File: config.mk
export PLATFORM = sky130hd
export DESIGN_NAME = atf_config_loader_flat
export DESIGN_NICKNAME = d
export VERILOG_FILES = /design/src/rtl/atf_config_loader_if.sv /design/src/rtl/atf_config_loader.sv /design/src/flat_wrapper.sv
export SDC_FILE = /design/constraint.sdc
export NUM_CORES = 2
export LEC_CHECK = 0
export CAP_MARGIN = 20
export CORE_AREA = 4 4 424 426
export CTS_CLUSTER_DIAMETER = 40
export DETAILED_ROUTE_END_ITERATION = 6
export DIE_AREA = 0 0 428 430
export HOLD_SLACK_MARGIN = 0.03
export PLACE_DENSITY = 0.46
export SLEW_MARGIN = 20
export SYNTH_ARGS = -nofsm -noshare
export SYNTH_HDL_FRONTEND = slang
export SYNTH_SLANG_ARGS = --single-unit
File: constraint.sdc
create_clock -name clk -period 3.9 [get_ports clk]
set_input_delay 0.39 -clock clk [delete_from_list [all_inputs] [get_ports clk]]
set_output_delay 0.39 -clock clk [all_outputs]
set_load 0.05 [all_outputs]
File: src/rtl/atf_config_loader_if.sv
// Configuration command stream between the CMS configuration path and the trace-filter loader.
// The CMS side owns the master modport and the loader owns the slave modport.
interface atf_config_loader_if;
    logic [31:0] cfg_data;
    logic        cfg_valid;
    logic        cfg_ready;

    modport master (
        output cfg_data,
        output cfg_valid,
        input  cfg_ready
    );

    modport slave (
        input  cfg_data,
        input  cfg_valid,
        output cfg_ready
    );
endinterface

File: src/rtl/atf_config_loader.sv
// Configuration loader for the advanced trace filter.
// Parses header/payload words from the command stream, assembles seeds and bound pairs,
// and issues single-cycle seed/range write strobes. A clear-all command walks every slot
// back to its default (seed = 0, lower = 0, upper = all-ones).
module atf_config_loader #(
    parameter int DETERMINISTIC_DATA_WIDTH = 1024,
    parameter int NUM_OF_SEEDS             = 2,
    parameter int RANGES_PER_SEED          = 2,
    parameter int SEED_ADDR_WIDTH          = 1,
    parameter int RANGE_ADDR_WIDTH         = 1,
    parameter int BOUNDS_WIDTH             = 11
) (
    input  logic                                clk,
    input  logic                                rst_n,
    atf_config_loader_if.slave                  cfg,
    input  logic                                err_clear,
    output logic [DETERMINISTIC_DATA_WIDTH-1:0] seed_input,
    output logic [SEED_ADDR_WIDTH-1:0]          seed_input_address,
    output logic                                seed_write_enable,
    output logic [BOUNDS_WIDTH-1:0]             lower_bound_input,
    output logic [BOUNDS_WIDTH-1:0]             upper_bound_input,
    output logic [SEED_ADDR_WIDTH-1:0]          range_input_seed_address,
    output logic [RANGE_ADDR_WIDTH-1:0]         range_input_range_address,
    output logic                                range_write_enable,
    output logic                                busy,
    output logic                                err_sticky
);

    localparam int WORDS = DETERMINISTIC_DATA_WIDTH / 32;
    localparam int CNT_W = (WORDS > 1) ? $clog2(WORDS) : 1;

    localparam logic [2:0] ST_IDLE         = 3'd0;
    localparam logic [2:0] ST_SEED_LOAD    = 3'd1;
    localparam logic [2:0] ST_RANGE_LOAD   = 3'd2;
    localparam logic [2:0] ST_DRAIN        = 3'd3;
    localparam logic [2:0] ST_COMMIT       = 3'd4;
    localparam logic [2:0] ST_CLEAR_SEEDS  = 3'd5;
    localparam logic [2:0] ST_CLEAR_RANGES = 3'd6;

    localparam logic [1:0] OP_NOP   = 2'b00;
    localparam logic [1:0] OP_SEED  = 2'b01;
    localparam logic [1:0] OP_RANGE = 2'b10;
    localparam logic [1:0] OP_CLEAR = 2'b11;

    logic [2:0]                          state_q, state_d;
    logic [CNT_W-1:0]                    word_cnt_q, word_cnt_d;
    logic [1:0]                          op_q, op_d;
    logic [SEED_ADDR_WIDTH-1:0]          tgt_seed_q, tgt_seed_d;
    logic [RANGE_ADDR_WIDTH-1:0]         tgt_range_q, tgt_range_d;
    logic [DETERMINISTIC_DATA_WIDTH-1:0] seed_q, seed_d;
    logic [SEED_ADDR_WIDTH-1:0]          seed_addr_q, seed_addr_d;
    logic [BOUNDS_WIDTH-1:0]             lower_q, lower_d;
    logic [BOUNDS_WIDTH-1:0]             upper_q, upper_d;
    logic [SEED_ADDR_WIDTH-1:0]          rng_seed_q, rng_seed_d;
    logic [RANGE_ADDR_WIDTH-1:0]         rng_addr_q, rng_addr_d;
    logic                                err_q, err_d;
    logic                                ready_en_q, ready_en_d;

    logic                    hs;
    logic [1:0]              hdr_op;
    logic [7:0]              hdr_seed;
    logic [7:0]              hdr_range;
    logic                    seed_bad;
    logic                    range_bad;
    logic                    last_word;
    logic [BOUNDS_WIDTH-1:0] pay_lower;
    logic [BOUNDS_WIDTH-1:0] pay_upper;
    logic                    err_set;

    // Header/payload field extraction and address validation of the incoming word
    always_comb begin
        hs        = cfg.cfg_valid && cfg.cfg_ready;
        hdr_op    = cfg.cfg_data[31:30];
        hdr_seed  = cfg.cfg_data[15:8];
        hdr_range = cfg.cfg_data[7:0];
        seed_bad  = (32'(hdr_seed) >= 32'(NUM_OF_SEEDS));
        range_bad = (32'(hdr_range) >= 32'(RANGES_PER_SEED));
        last_word = (word_cnt_q == CNT_W'(WORDS - 1));
        pay_lower = cfg.cfg_data[BOUNDS_WIDTH-1:0];
        pay_upper = cfg.cfg_data[16 +: BOUNDS_WIDTH];
    end

    // Command state machine: header decode, payload assembly, commit and clear-all walk
    always_comb begin
        state_d     = state_q;
        word_cnt_d  = word_cnt_q;
        op_d        = op_q;
        tgt_seed_d  = tgt_seed_q;
        tgt_range_d = tgt_range_q;
        seed_d      = seed_q;
        seed_addr_d = seed_addr_q;
        lower_d     = lower_q;
        upper_d     = upper_q;
        rng_seed_d  = rng_seed_q;
        rng_addr_d  = rng_addr_q;
        ready_en_d  = 1'b1;
        err_set     = 1'b0;

        case (state_q)
            ST_IDLE: begin
                if (hs) begin
                    op_d        = hdr_op;
                    tgt_seed_d  = hdr_seed[SEED_ADDR_WIDTH-1:0];
                    tgt_range_d = hdr_range[RANGE_ADDR_WIDTH-1:0];
                    word_cnt_d  = '0;
                    case (hdr_op)
                        OP_SEED: begin
                            if (seed_bad) begin
                                err_set = 1'b1;
                                state_d = ST_DRAIN;
                            end else begin
                                state_d = ST_SEED_LOAD;
                            end
                        end
                        OP_RANGE: begin
                            if (seed_bad || range_bad) begin
                                err_set = 1'b1;
                                state_d = ST_DRAIN;
                            end else begin
                                state_d = ST_RANGE_LOAD;
                            end
                        end
                        OP_CLEAR: begin
                            state_d     = ST_CLEAR_SEEDS;
                            seed_d      = '0;
                            seed_addr_d = '0;
                        end
                        default: begin
                            state_d = ST_IDLE;
                        end
                    endcase
                end
            end

            ST_SEED_LOAD: begin
                if (hs) begin
                    seed_d[32*word_cnt_q +: 32] = cfg.cfg_data;
                    if (last_word) begin
                        seed_addr_d = tgt_seed_q;
                        state_d     = ST_COMMIT;
                    end else begin
                        word_cnt_d = word_cnt_q + 1'b1;
                    end
                end
            end

            ST_RANGE_LOAD: begin
                if (hs) begin
                    if (pay_lower > pay_upper) begin
                        err_set = 1'b1;
                        state_d = ST_IDLE;
                    end else begin
                        lower_d    = pay_lower;
                        upper_d    = pay_upper;
                        rng_seed_d = tgt_seed_q;
                        rng_addr_d = tgt_range_q;
                        state_d    = ST_COMMIT;
                    end
                end
            end

            ST_DRAIN: begin
                if (hs) begin
                    if ((op_q != OP_SEED) || last_word) begin
                        state_d = ST_IDLE;
                    end else begin
                        word_cnt_d = word_cnt_q + 1'b1;
                    end
                end
            end

            ST_COMMIT: begin
                state_d = ST_IDLE;
            end

            ST_CLEAR_SEEDS: begin
                if (seed_addr_q == SEED_ADDR_WIDTH'(NUM_OF_SEEDS - 1)) begin
                    state_d    = ST_CLEAR_RANGES;
                    rng_seed_d = '0;
                    rng_addr_d = '0;
                    lower_d    = '0;
                    upper_d    = '1;
                end else begin
                    seed_addr_d = seed_addr_q + 1'b1;
                end
            end

            ST_CLEAR_RANGES: begin
                if (rng_addr_q == RANGE_ADDR_WIDTH'(RANGES_PER_SEED - 1)) begin
                    if (rng_seed_q == SEED_ADDR_WIDTH'(NUM_OF_SEEDS - 1)) begin
                        state_d = ST_IDLE;
                    end else begin
                        rng_seed_d = rng_seed_q + 1'b1;
                        rng_addr_d = '0;
                    end
                end else begin
                    rng_addr_d = rng_addr_q + 1'b1;
                end
            end

            default: begin
                state_d = ST_IDLE;
            end
        endcase

        // A rejection in the same cycle as err_clear must leave the flag set
        if (err_set) begin
            err_d = 1'b1;
        end else if (err_clear) begin
            err_d = 1'b0;
        end else begin
            err_d = err_q;
        end
    end

    // State and datapath registers; reset aborts any command in flight
    always_ff @(posedge clk or negedge rst_n) begin
        if (!rst_n) begin
            state_q     <= ST_IDLE;
            word_cnt_q  <= '0;
            op_q        <= OP_NOP;
            tgt_seed_q  <= '0;
            tgt_range_q <= '0;
            seed_q      <= '0;
            seed_addr_q <= '0;
            lower_q     <= '0;
            upper_q     <= '0;
            rng_seed_q  <= '0;
            rng_addr_q  <= '0;
            err_q       <= 1'b0;
            ready_en_q  <= 1'b0;
        end else begin
            state_q     <= state_d;
            word_cnt_q  <= word_cnt_d;
            op_q        <= op_d;
            tgt_seed_q  <= tgt_seed_d;
            tgt_range_q <= tgt_range_d;
            seed_q      <= seed_d;
            seed_addr_q <= seed_addr_d;
            lower_q     <= lower_d;
            upper_q     <= upper_d;
            rng_seed_q  <= rng_seed_d;
            rng_addr_q  <= rng_addr_d;
            err_q       <= err_d;
            ready_en_q  <= ready_en_d;
        end
    end

    // Output decode: strobes come straight from the state so they last exactly one state cycle
    always_comb begin
        cfg.cfg_ready = ready_en_q &&
                        ((state_q == ST_IDLE) || (state_q == ST_SEED_LOAD) ||
                         (state_q == ST_RANGE_LOAD) || (state_q == ST_DRAIN));
        seed_write_enable  = ((state_q == ST_COMMIT) && (op_q == OP_SEED)) ||
                             (state_q == ST_CLEAR_SEEDS);
        range_write_enable = ((state_q == ST_COMMIT) && (op_q == OP_RANGE)) ||
                             (state_q == ST_CLEAR_RANGES);
        busy                      = (state_q != ST_IDLE);
        err_sticky                = err_q;
        seed_input                = seed_q;
        seed_input_address        = seed_addr_q;
        lower_bound_input         = lower_q;
        upper_bound_input         = upper_q;
        range_input_seed_address  = rng_seed_q;
        range_input_range_address = rng_addr_q;
    end

endmodule

File: src/flat_wrapper.sv
// flat-port wrapper written by rule: the top's interface ports become plain ports
module atf_config_loader_flat 
#(
    parameter int DETERMINISTIC_DATA_WIDTH = 1024,
    parameter int NUM_OF_SEEDS             = 2,
    parameter int RANGES_PER_SEED          = 2,
    parameter int SEED_ADDR_WIDTH          = 1,
    parameter int RANGE_ADDR_WIDTH         = 1,
    parameter int BOUNDS_WIDTH             = 11
)
  (clk, rst_n, err_clear, seed_input, seed_input_address, seed_write_enable, lower_bound_input, upper_bound_input, range_input_seed_address, range_input_range_address, range_write_enable, busy, err_sticky, cfg_cfg_data, cfg_cfg_valid, cfg_cfg_ready);
  atf_config_loader_if cfg_i ();
  input  logic clk;
  input  logic rst_n;
  input  logic err_clear;
  output logic [DETERMINISTIC_DATA_WIDTH-1:0] seed_input;
  output logic [SEED_ADDR_WIDTH-1:0] seed_input_address;
  output logic seed_write_enable;
  output logic [BOUNDS_WIDTH-1:0] lower_bound_input;
  output logic [BOUNDS_WIDTH-1:0] upper_bound_input;
  output logic [SEED_ADDR_WIDTH-1:0] range_input_seed_address;
  output logic [RANGE_ADDR_WIDTH-1:0] range_input_range_address;
  output logic range_write_enable;
  output logic busy;
  output logic err_sticky;
  input wire logic [$bits(cfg_i.cfg_data)-1:0] cfg_cfg_data;
  input wire logic [$bits(cfg_i.cfg_valid)-1:0] cfg_cfg_valid;
  output wire logic [$bits(cfg_i.cfg_ready)-1:0] cfg_cfg_ready;
  assign cfg_i.cfg_data = cfg_cfg_data;
  assign cfg_i.cfg_valid = cfg_cfg_valid;
  assign cfg_cfg_ready = cfg_i.cfg_ready;
  atf_config_loader #(.DETERMINISTIC_DATA_WIDTH(DETERMINISTIC_DATA_WIDTH), .NUM_OF_SEEDS(NUM_OF_SEEDS), .RANGES_PER_SEED(RANGES_PER_SEED), .SEED_ADDR_WIDTH(SEED_ADDR_WIDTH), .RANGE_ADDR_WIDTH(RANGE_ADDR_WIDTH), .BOUNDS_WIDTH(BOUNDS_WIDTH)) u_core (.clk(clk), .rst_n(rst_n), .cfg(cfg_i), .err_clear(err_clear), .seed_input(seed_input), .seed_input_address(seed_input_address), .seed_write_enable(seed_write_enable), .lower_bound_input(lower_bound_input), .upper_bound_input(upper_bound_input), .range_input_seed_address(range_input_seed_address), .range_input_range_address(range_input_range_address), .range_write_enable(range_write_enable), .busy(busy), .err_sticky(err_sticky));
endmodule
# After elaboration in Yosys (flattened, before gate mapping)
# Index checks and enable logic that the tools add are counted.
[word_totals] register_bits=1063 inputBits=36 output_inout_bits=1054 word_cells=135
[op_classes] n_addsub=5 n_lt_le_gt_ge=3 n_eq_ne=26 shift=2 n_mux=59 n_reduce_logical=27
[op_table] cell="1024-bit two-way mux" n=3
[op_table] cell="1024-bit case mux with 2 select lines" n=1
[op_table] cell="1024-bit bitwise mux" n=1
[op_table] cell="32-bit by 34-bit variable shift with 1024-bit output (first input constant)" n=1
[op_table] cell="32-bit by 34-bit variable part select with 1024-bit output" n=1
[op_table] cell="11-bit two-way mux" n=6
[op_table] cell="11-bit case mux with 2 select lines" n=2
[op_table] cell="10-bit negator with 34-bit output" n=1
[op_table] cell="3-bit two-way mux" n=10
[op_table] cell="5-bit two-way mux" n=5
[op_table] cell="1-bit two-way mux" n=22
[op_table] cell="2-bit by 1-bit != test with 1-bit output (second input constant)" n=10
[op_table] cell="3-bit case mux with 6 select lines" n=1
[op_table] cell="8-bit by 2-bit >= comparator with 1-bit output (second input constant)" n=2
[op_table] cell="5-bit case mux with 3 select lines" n=1
[op_table] cell="4-bit AND reduction" n=3
[op_table] cell="3-bit nonzero test" n=4
[op_table] cell="11-bit greater-than comparator" n=1
[op_table] cell="5-bit AND reduction" n=2
[op_table] cell="3-bit equality test (second input constant)" n=3
[op_table] cell="1-bit case mux with 3 select lines" n=3
[op_table] cell="3-bit case mux with 3 select lines" n=1
[op_table] cell="9-bit AND reduction" n=1
[op_table] cell="2-bit != test (second input constant)" n=4
[op_table] cell="other kinds (15)" n=33

# Longest topological paths before layout
[depth] depth_word=9 ltp_mapped=12 ltp_nobuf=9

# Worst setup path after synthesis
# Ideal clock, no wire load.
[synth_timing] kind="reg2reg" startpoint="register u_core.word_cnt_q[0]" endpoint="register u_core.seed_q[65], in the netlist u_core.seed_input[65]" setup_time_ns=0.067 arrival_time_ns=2.790 required_time_ns=3.833 setup_slack_ns=1.043 path_stages_with_launch=13 path_buffers=4 synth_period_minus_slack_ns=2.857 cell_sequence="dfrtp_1 -> buf_2 -> clkinv_1 -> ha_1 -> nor3b_1 -> ha_1 -> clkbuf_1 -> nand2_1 -> or2_1 -> clkbuf_1 -> nor2_1 -> clkbuf_1 -> a22o_1"
[synth_via] elab_chain_len=5 word_cells_on_any_way=6 classes_between="add/sub (1); shift (2); mux (3)"
[synth_lines] element="from (decl)" line_no="atf_config_loader.sv:46" rtl="logic [CNT_W-1:0] word_cnt_q, word_cnt_d;"
[synth_lines] element="from (signal assigned)" line_no="atf_config_loader.sv:234" rtl="word_cnt_q <= word_cnt_d;"
[synth_lines] element="10-bit negator with 34-bit output (*)" line_no="atf_config_loader.sv:137" rtl="seed_d[32*word_cnt_q +: 32] = cfg.cfg_data;"
[synth_lines] element="32-bit by 34-bit variable part select with 1024-bit output / 32-bit by 34-bit variable shift with 1024-bit output (equally long branches)" line_no="atf_config_loader.sv:137"
[synth_lines] element="1024-bit bitwise mux (*)" line_no="atf_config_loader.sv:137"
[synth_lines] element="1024-bit two-way mux (*)" line_no="atf_config_loader.sv:136" rtl="if (hs) begin"
[synth_lines] element="1024-bit case mux with 2 select lines (*)" line_no="atf_config_loader.sv:99" rtl="case (state_q)"
[synth_lines] element="to (signal assigned)" line_no="atf_config_loader.sv:224" rtl="seed_q <= '0;"
[synth_lines] element="to (signal assigned)" line_no="atf_config_loader.sv:238" rtl="seed_q <= seed_d;"
[synth_lines] element="to (decl)" line_no="atf_config_loader.sv:50" rtl="logic [DETERMINISTIC_DATA_WIDTH-1:0] seed_q, seed_d;"
# Mark *: on every way between the ends. The rest lies on a longest branch, timed or not. The select of a mux whose other input is x is not followed.
# A chain may end at the register's enable or synchronous reset.

# Worst setup path after layout
[layout_timing] startpoint="register u_core.word_cnt_q[0]" endpoint="register u_core.seed_q[881], in the netlist u_core.seed_input[881]"
# Same word-level chain as after synthesis.

==> flow_summary_export.csv <==
group,metric,value,unit
outcome,outcome,"finished clean",
route,wirelength,211,mm
grt,grt_pass1_wl,286,mm
placement,dp_hpwl,144,mm
clocking,htree_levels,4,
synth,synthTopCellsByArea,"dfrtp_1 68%, a22o_1 18%, o2bb2ai_1 2.9%",
route,vias_per_cell,4.94,
clocking,cts_buffers,184,
pwr,clkPwrFrac,0.506,
worst_setup_path,reg2reg_to,"u_core.seed_input[881]",
floorplan,ios,1090,
synth,async_flop_share,1.00,
clocking,cts.sinks,1063,
timing,setup_viol,0,
pwr,comb_power_share,0.144,
worst_setup_path,crit_arrival,4.20,ns
timing,min_period,3.52,ns
synth,ys.flop_type,"dfrtp_1",
pwr,p_per_area,554,nW/um^2
worst_setup_path,end_kind,"flop",
route,wl_per_cell,32.8,microns
pwr,sw_frac_of_total,0.302,
placement,dpl.cell_count,6073,
synth,synth_seq_cells,1063,
worst_setup_path,crit_family,"simple AND/OR/NAND/NOR gates",
worst_setup_path,worstReg2RegStart,"u_core.word_cnt_q[0]",
floorplan,die_width,428,microns
synth,synth.most_common_cell,"dfrtp_1",
pwr,p_sw,10.1,mW
floorplan,fp.dieArea,184000,sq um
synth,synth_nets,2856,
worst_setup_path,path_cells,"clkinv_1 -> ha_1 -> nor3b_1 -> ha_1 -> a21oi_1 -> nand3_1 -> nor3_1 -> nor2_4 -> buf_4 -> a22o_1",
min_path,hold_path_depth,3,
worst_setup_path,path_max_fanout,27,
timing,drv_slew,0,
timing,worst_pin_slew,1.09,ns
finish,final_nets,3977,
worst_setup_path,slowest_delay,0.58,ns
min_path,hold_end,"u_core.seed_input[953]",
worst_setup_path,crit_path_top_delay_cell,"nor3_1",
synth,syn_area_per_cell,14.0,sq um
timing,min_period_over_period,0.902,
worst_setup_path,reg2reg_depth,10,
finish,drive_gt1_frac,0.148,
placement,gp_congestion,0.791,
floorplan,dieHeight,430,microns
route,postRouteAntennaNets,0,
route,drc,0,
timing,max-slew-margin-rel,0.270,
worst_setup_path,cp.depth,10,
worst_setup_path,path_common_cell,"ha_1",
timing,max_clock_freq,284,MHz
route,vias,31800,
grt,grt_max_degree,104,
synth,yosysWarnings,0,
floorplan,core-area,176000,sq um
clocking,clkLatencyLatePin,0.83,ns
route,dr.first_iter.drc_count,2350,
timing,skew,0.0357,ns
worst_setup_path,crit_buf_inv,2,
pwr,p_int,23.3,mW
synth,synth_edf_count,0,
pwr,p_seq_frac,0.351,
synth,synthesis.area,39200,sq um
worst_setup_path,worst_ep_required_time,4.58,ns
worst_setup_path,start_kind,"flop",
flow_run,max_cap_viol_count,0,
min_path,hold_path_startpoint,"cfg_cfg_data[25]",
grt,antenna_found_initial,21,
route,first_pass_iters,5,
pwr,leakagePower,26.5,nW
timing,finalHoldViolCount,0,
synth,netlist_top_cells_count,"1,063 x dfrtp_1, 824 x a22o_1, 242 x clkbuf_1",
timing,tns,0,ns
clocking,cts-root-buf,"clkbuf_16",
grt,grtUsageTotal,0.221,
floorplan,placement_rows,154,
worst_setup_path,crit_type,"flop to flop",
clocking,cts.path.max_buffers,3,
pwr,irDropWorstVdd,0.431,mV
worst_setup_path,r2r_slack,0.38,ns
placement,portBuffers,1089,
finish,fin_cells,6425,
grt,grt_pass1_vias,32200,
finish,syn_to_final_growth,53.6,%
timing,rsz0062_at_grt,"false",
synth,synth_top_area_frac,0.679,
floorplan,start_util,0.223,
clocking,cts_tree,"done",
synth,synth_area_leader_cell,"dfrtp_1",
clocking,cts_setup_buffers,0,
synth,seq_area_frac_synth,0.679,
finish,fill_cells,17400,
synth,synth_cell_type_count,59,
grt,overflow,0,
clocking,clk_pin_slew_worst_paths,0.05,ns
synth,postSynthCellCount,2802,
min_path,hp-class,"input pin to flop",
-- layer usage --
metal	share of wire	global-route usage	vias up
met5	0	0	-
met4	0.037	0.0839	0
met3	0.070	0.0614	288
met2	0.49	0.371	1421
met1	0.40	0.269	17000
li1	-	-	13000
-- per-stage QoR --
stage | worst slack [ns] | area [sq um] | power (mW) | hold slack [ns] | utilization
after global routing | 0.255 | 60200 | 34.4 | 0.0729 | 0.342
after floorplan | 1.04 | 39200 | 14.4 | 0.0944 | -
after CTS | 0.442 | 60200 | 33.7 | 0.0381 | 0.342
after global placement | 0.480 | 53600 | 16.7 | 0.470 | 0.305
after detailed placement | 0.449 | 53600 | 16.7 | 0.473 | 0.305
final | 0.382 | 60200 | 33.3 | 0.0925 | 0.342
-- cell type report --
cell class	instances	area, sq um	share of cell area
Timing Repair Buffer	1262	12500	0.208
Sequential cell	1063	26600	0.442
Clock inverter	122	1490	0.0248
Antenna cell	5	12.5	0.000208
Inverter	22	82.6	0.00137
Tap cell	2340	2930	0.0487
Clock buffer	221	5010	0.0832
Multi-Input combinational cell	1390	11500	0.192
-- sequential cells by signal, indices dropped and copies added, names as in the netlist, 2 cells and up --
| register | flops |
|---|---|
| u_core.upper_bound_input | 11 |
| u_core.word_cnt_q | 5 |
| u_core.seed_input | 1024 |
| u_core.lower_bound_input | 11 |
| u_core.op_q | 2 |
| u_core.state_q | 3 |
-- cell usage in the layout, fill, tap and decap left out, types with 5 or more instances in the layout --
cell             Yosys  layout
inv_8                0       8
o2bb2ai_1          128     128
nor2_4               0      47
buf_4                5     134
clkinv_4             0      20
nand3_1             12      11
ha_1                18      18
diode_2              0       5
mux2_2               5       5
nor2b_1             10       9
clkbuf_8             0      18
clkbuf_1           242      15
buf_2               71      30
inv_1               21      21
clkdlybuf4s50_1      0    1056
a32o_1              73      73
clkinvlp_4           0      20
nor2_2               4       5
bufinv_16            0      19
nor2_1              92      44
nand2_1             66      65
buf_12               0      37
dfrtp_1           1063    1063
clkinv_2             0      20
clkbuf_16            0     188
inv_6                0      27
a22o_1             824     824
nor3_1              11      11
nand2b_1            10      10
a21oi_1              9       9
o21ai_0             56      56
-- cell families (layout without fill, tap and decap cells) --
family,Yosys count,count (layout),share of synthesized area
fa+ha+maj,18,18,0.00575
other cells,1,6,0.0000957
flops,1063,1063,0.679
mux,7,7,0.00195
simple gates,245,245,0.0301
compound gates,1115,1115,0.245
buf+inv,349,1627,0.0373
xor+xnor,4,4,0.000895
-- worst max path at each step --
stage                          from                     end  slack [ns]
6_report       u_core.word_cnt_q[0]  u_core.seed_input[881]        0.38
5_1_grt        u_core.word_cnt_q[0]  u_core.seed_input[864]        0.25
4_1_cts        u_core.word_cnt_q[0]  u_core.seed_input[864]        0.44
3_5_place_dp   u_core.word_cnt_q[0]  u_core.seed_input[881]        0.45
3_3_place_gp   u_core.word_cnt_q[0]  u_core.seed_input[887]        0.48
2_1_floorplan  u_core.word_cnt_q[0]   u_core.seed_input[65]        1.04
-- what timing repair did --
action,in CTS,in global routing
setup endpoints to repair,0,0
hold buffers,4,0
resized for setup,0,0
hold endpoints to repair,67,0
-- power by group through the flow --
| stage | Combinational, mW | Sequential, mW | Clock (mW) |
|---|---|---|---|
| 2_1_floorplan | 1.50 | 12.9 | 0 |
| 3_3_place_gp | 4.83 | 11.8 | 0 |
| 3_5_place_dp | 4.84 | 11.9 | 0 |
| 4_1_cts | 4.85 | 11.7 | 17.1 |
| 5_1_grt | 5.05 | 11.7 | 17.6 |
| 6_report | 4.79 | 11.7 | 16.9 |
-- worst register-to-register path: stages (launching register included) --
cell and delay, ns:
dfrtp_1 0.55, clkinv_1 0.15, ha_1 0.27, nor3b_1 0.17
ha_1 0.25, a21oi_1 0.28, nand3_1 0.33, nor3_1 0.59
nor2_4 0.20, buf_4 0.31, a22o_1 0.31
Power figures use the tool's default switching activity.
